==> src/rtl/instruction_fetch_queue.sv <==
// Fetch stage: PC register driving a combinational imem plus an in-order fetch queue.
// Define IF_PERF_CNT_EN to add saturating fetch/stall performance counters.
module instruction_fetch_queue #(
    parameter int ADDR_W = 64,
    parameter int INST_W = 32,
    parameter int DEPTH = 4,
    parameter logic [ADDR_W-1:0] RESET_PC = '0
) (
    input  logic              clk_if,
    input  logic              reset_if,
    output logic [ADDR_W-1:0] imem_addr,
    input  logic [INST_W-1:0] imem_rdata,
    input  logic              stall_if,
    input  logic              redirect_valid,
    input  logic [ADDR_W-1:0] redirect_pc,
    output logic              out_valid,
    input  logic              out_ready,
    output logic [INST_W-1:0] out_inst,
`ifdef IF_PERF_CNT_EN
    output logic [31:0]       perf_fetch_cnt,
    output logic [31:0]       perf_stall_cnt,
`endif
    output logic [ADDR_W-1:0] out_pc
);

    localparam int PTR_W = $clog2(DEPTH);
    localparam int CNT_W = PTR_W + 1;
    localparam logic [ADDR_W-1:0] STEP = ADDR_W'(INST_W / 8);
    localparam logic [CNT_W-1:0] FULL = CNT_W'(DEPTH);

    logic [ADDR_W-1:0] pc_q;
    logic [PTR_W-1:0]  rd_ptr;
    logic [PTR_W-1:0]  wr_ptr;
    logic [CNT_W-1:0]  count;
    logic [INST_W-1:0] inst_mem [DEPTH];
    logic [ADDR_W-1:0] pc_mem [DEPTH];

    logic full;
    logic pop;
    logic fetch;
    logic [ADDR_W-1:0] target;

    assign imem_addr = pc_q;
    assign full      = (count == FULL);
    assign out_valid = (count != '0);
    assign pop       = out_valid & out_ready;
    assign fetch     = ~redirect_valid & ~stall_if & (~full | pop);
    // Redirect targets are forced onto an instruction boundary.
    assign target    = redirect_pc & ~(STEP - ADDR_W'(1));

    assign out_inst = out_valid ? inst_mem[rd_ptr] : '0;
    assign out_pc   = out_valid ? pc_mem[rd_ptr] : '0;

    always_ff @(posedge clk_if or negedge reset_if) begin
        if (!reset_if) begin
            pc_q   <= RESET_PC;
            rd_ptr <= '0;
            wr_ptr <= '0;
            count  <= '0;
        end else if (redirect_valid) begin
            pc_q   <= target;
            rd_ptr <= '0;
            wr_ptr <= '0;
            count  <= '0;
        end else begin
            if (fetch) begin
                pc_q   <= pc_q + STEP;
                wr_ptr <= wr_ptr + PTR_W'(1);
            end
            if (pop) begin
                rd_ptr <= rd_ptr + PTR_W'(1);
            end
            unique case ({fetch, pop})
                2'b10:   count <= count + CNT_W'(1);
                2'b01:   count <= count - CNT_W'(1);
                default: count <= count;
            endcase
        end
    end

    // Payload storage needs no reset: out_* are gated by count.
    always_ff @(posedge clk_if) begin
        if (fetch) begin
            inst_mem[wr_ptr] <= imem_rdata;
            pc_mem[wr_ptr]   <= pc_q;
        end
    end

`ifdef IF_PERF_CNT_EN
    logic blocked;

    // Blocked means stalled or full-without-pop; redirect cycles do not count.
    assign blocked = ~redirect_valid & ~fetch;

    always_ff @(posedge clk_if or negedge reset_if) begin
        if (!reset_if) begin
            perf_fetch_cnt <= '0;
            perf_stall_cnt <= '0;
        end else begin
            if (fetch && perf_fetch_cnt != '1) begin
                perf_fetch_cnt <= perf_fetch_cnt + 32'd1;
            end
            if (blocked && perf_stall_cnt != '1) begin
                perf_stall_cnt <= perf_stall_cnt + 32'd1;
            end
        end
    end
`endif

endmodule
==> config.mk <==
export PLATFORM = sky130hd
export DESIGN_NAME = instruction_fetch_queue
export DESIGN_NICKNAME = d
export VERILOG_FILES = /design/src/rtl/instruction_fetch_queue.sv
export SDC_FILE = /design/constraint.sdc
export NUM_CORES = 1
export LEC_CHECK = 0
export CAP_MARGIN = 0
export CORE_MARGIN = 2
export CORE_UTILIZATION = 55
export CTS_CLUSTER_DIAMETER = 200
export DETAILED_ROUTE_END_ITERATION = 7
export PLACE_DENSITY = 0.8
export SYNTH_ARGS = -nofsm -noshare
export SYNTH_HDL_FRONTEND = slang
export SYNTH_SLANG_ARGS = --single-unit
==> constraint.sdc <==
create_clock -name clk_if -period 5.1 [get_ports clk_if]
set_clock_uncertainty 0.15 [all_clocks]
set_input_delay 1.275 -clock clk_if [delete_from_list [all_inputs] [get_ports clk_if]]
set_output_delay 1.275 -clock clk_if [all_outputs]
set_load 0.005 [all_outputs]
==> results.sh <==
export IMPL_cts_root_buffer="clkbuf_16"
export IMPL_post_cts_buffers=0
export IMPL_period_share_pct=86.1
export IMPL_cts_max_level=2
export IMPL_routedWlPerCell_um=24.0
export IMPL_areaGrowthSynthToFinish_pct=24.8
export IMPL_io_buffers=255
export IMPL_endpoint_kind="output pin"
export IMPL_fin_setup_tns_ps=0
export IMPL_numCtsBuffers=45
export IMPL_status="complete, no violations"
export IMPL_via_count=11900
export IMPL_coreArea_um2=33600
export IMPL_cts_tree="built"
export IMPL_crit_chain="buf_12, mux4_2, and2_1, clkdlybuf4s50_1"
export IMPL_regToRegSetupSlack_ps=1510
export IMPL_ant_nets=0
export IMPL_p_leak_nw=7.74
export IMPL_max_stage_delay_ps=800
export IMPL_cts_sinks=445
export IMPL_maxCapViolations=0
export IMPL_synth_common_cells="edfxtp_1 (376), and2_1 (106), nand2_1 (100)"
export IMPL_criticalPathCategory="reg2out"
export IMPL_core_rowCount=67
export IMPL_peakVddDrop_mv=0.262
export IMPL_synth_edf_count=376
export IMPL_async_flop_share_pct=15.5
export IMPL_dieWidth_um=189
export IMPL_clock_latency_ps=540
export IMPL_vias_per_cell=6.23
export IMPL_yosys_area_top_type="edfxtp_1"
export IMPL_yosysWarnings=0
export IMPL_grtUsageMet3_pct=4.62
export IMPL_start_util_pct=56.0
export IMPL_netlist_area_um2=18800
export IMPL_timing_rr_end="imem_addr[58]"
export IMPL_wl_um=45800
export IMPL_grt_busiest_layer="met2"
export IMPL_slew_viol_final=0
export IMPL_fillCellCount=2165
export IMPL_hpwl_um=28500
export IMPL_worstMarginPinSlew_ps=1180
export IMPL_min_path_type="reg2reg"
export IMPL_antenna_found_initial=1
export IMPL_holdCritStartpoint="wr_ptr[0]"
export IMPL_synth_ff_type="edfxtp_1"
export IMPL_relSlewSlack_pct=20.7
export IMPL_yosys_top_cells_area="edfxtp_1 (60%), mux4_2 (11%), dfrtp_1 (9.2%)"
export IMPL_drt_iter0_markers=1223
export IMPL_crit_arrival_ps=2970
export IMPL_ys_seq_area_share_pct=69.2
export IMPL_grt_use_total_pct=25.7
export IMPL_crit_cells=4
export IMPL_cts_resized=0
export IMPL_slowest_stage="dfrtp_4"
export IMPL_drc=0
export IMPL_rr_worst_depth=6
export IMPL_synth_cell_types=61
export IMPL_grt_use_met1_pct=36.9
export IMPL_overflow=0
export IMPL_drive_above_1_share_pct=15.2
export IMPL_grt_max_degree=98
export IMPL_setup_viol=0
export IMPL_ys_ff_latch=445
export IMPL_cp_buffers_inverters=2
export IMPL_rr_startpoint="imem_addr[3]"
export IMPL_min_path_cells=1
export IMPL_grt_pass1_vias=11800
export IMPL_post_place_ws_ps=820
export IMPL_cp_top_family="buffers and inverters"
export IMPL_io_pin_count=262
export IMPL_timing_final_ws_setup_ps=710
export IMPL_startpoint_type="register"
export IMPL_grtUsageMet2_pct=41.1
export IMPL_required_ps=3670
export IMPL_yosysTopAreaCellShare_pct=60.0
export IMPL_syn_instance_count=1153
export IMPL_clock_path_buffers=3
export IMPL_finalNetCount=1528
export IMPL_dieArea_um2=35700
export IMPL_path_clk_slew_ps=60
export IMPL_first_pass_iters=8
export IMPL_hold_viol=0
export IMPL_die_h_um=189
export IMPL_power_density_nw_per_um2=389
export IMPL_cp_max_fo=38
export IMPL_worstHoldEndpoint="wr_ptr[0]"
export IMPL_max_freq_mhz=228
export IMPL_syn_area_per_cell_um2=16.3
export IMPL_yosysMostFrequentCell="edfxtp_1"
export IMPL_rsz0062_at_grt="false"
export IMPL_fin_crit_ps=4390
export IMPL_cts_hold_buf=0
export IMPL_finalCoreUtilization_pct=69.8
export IMPL_place_gp_congestion=0.878
export IMPL_grt_pass1_wl_um=70200
[final cells by class]
| cell class | count | area [µm²] | share of cell area (%) |
|---|---|---|---|
| Antenna cell | 1 | 2.50 | 0.0107 |
| Multi-Input combinational cell | 636 | 5500 | 23.4 |
| Sequential cell | 445 | 13000 | 55.5 |
| Clock inverter | 24 | 235 | 1.00 |
| Inverter | 9 | 33.8 | 0.144 |
| Tap cell | 448 | 561 | 2.39 |
| Clock buffer | 59 | 1260 | 5.37 |
| Timing Repair Buffer | 284 | 2860 | 12.2 |
[cells in the final DEF (no fill, tap or decap), types with 11 or more instances in the layout]
master and n:
o211ai_1 28, clkbuf_16 47, nand4_1 27, and2_1 102, clkdlybuf4s50_1 253, edfxtp_1 376
nor3_1 12, o21ai_0 17, dfrtp_1 67, mux4_2 94, clkinv_1 11, nor2_1 34
o311ai_0 31, or4_1 13, nand2_1 100, buf_4 21, nand3_1 56
[layer usage]
metal | wire length [µm] | part of all wire (%)
met5 | 0 | 0
met4 | 1340 | 2.9
met3 | 3610 | 7.9
met2 | 22100 | 48
met1 | 18700 | 41
[how the worst max path moves through the flow]
stage | startpoint | to | slack, ps
2_1_floorplan | out_ready | inst_mem[0][0] | 800
3_3_place_gp | out_ready | pc_mem[1][49] | 830
3_5_place_dp | out_ready | pc_mem[1][47] | 820
4_1_cts | rd_ptr[0] | out_pc[40] | 640
5_1_grt | rd_ptr[0] | out_pc[23] | 530
6_report | rd_ptr[0] | out_pc[40] | 710
[logic make-up (layout without fill, tap and decap cells)]
group,Yosys count,after routing,synth area share [%]
xor gates and xnor gates,4,4,0.186
muxes,101,101,11.6
AOI/OAI and AO/OA,114,114,4.62
DFF,445,445,69.2
other,1,5,0.0199
buffers and inverters,75,376,1.71
and+or+nand+nor,407,407,12.2
adders and majority gates,6,6,0.439
[registers in the layout (all words and copies together), names as in the netlist]
signal	count
imem_addr	62
count	3
wr_ptr	2
pc_mem	248
inst_mem	128
rd_ptr	2
[where the power goes]
group	internal (mW)	switching (mW)	total, mW
Combinational	0.849	0.595	1.44
Clock	1.99	1.32	3.31
Sequential	4.15	0.230	4.39
[per-stage QoR]
step	hold WS [ps]	area (µm²)	std cells	total power [mW]
after global routing	473	23500	1906	9.48
after global placement	393	22000	1822	5.88
after detailed placement	418	22000	1822	5.91
final	442	23500	1906	9.14
after floorplan	365	18800	1156	5.09
after CTS	432	23500	1905	9.22
Power figures use the tool's default switching activity.
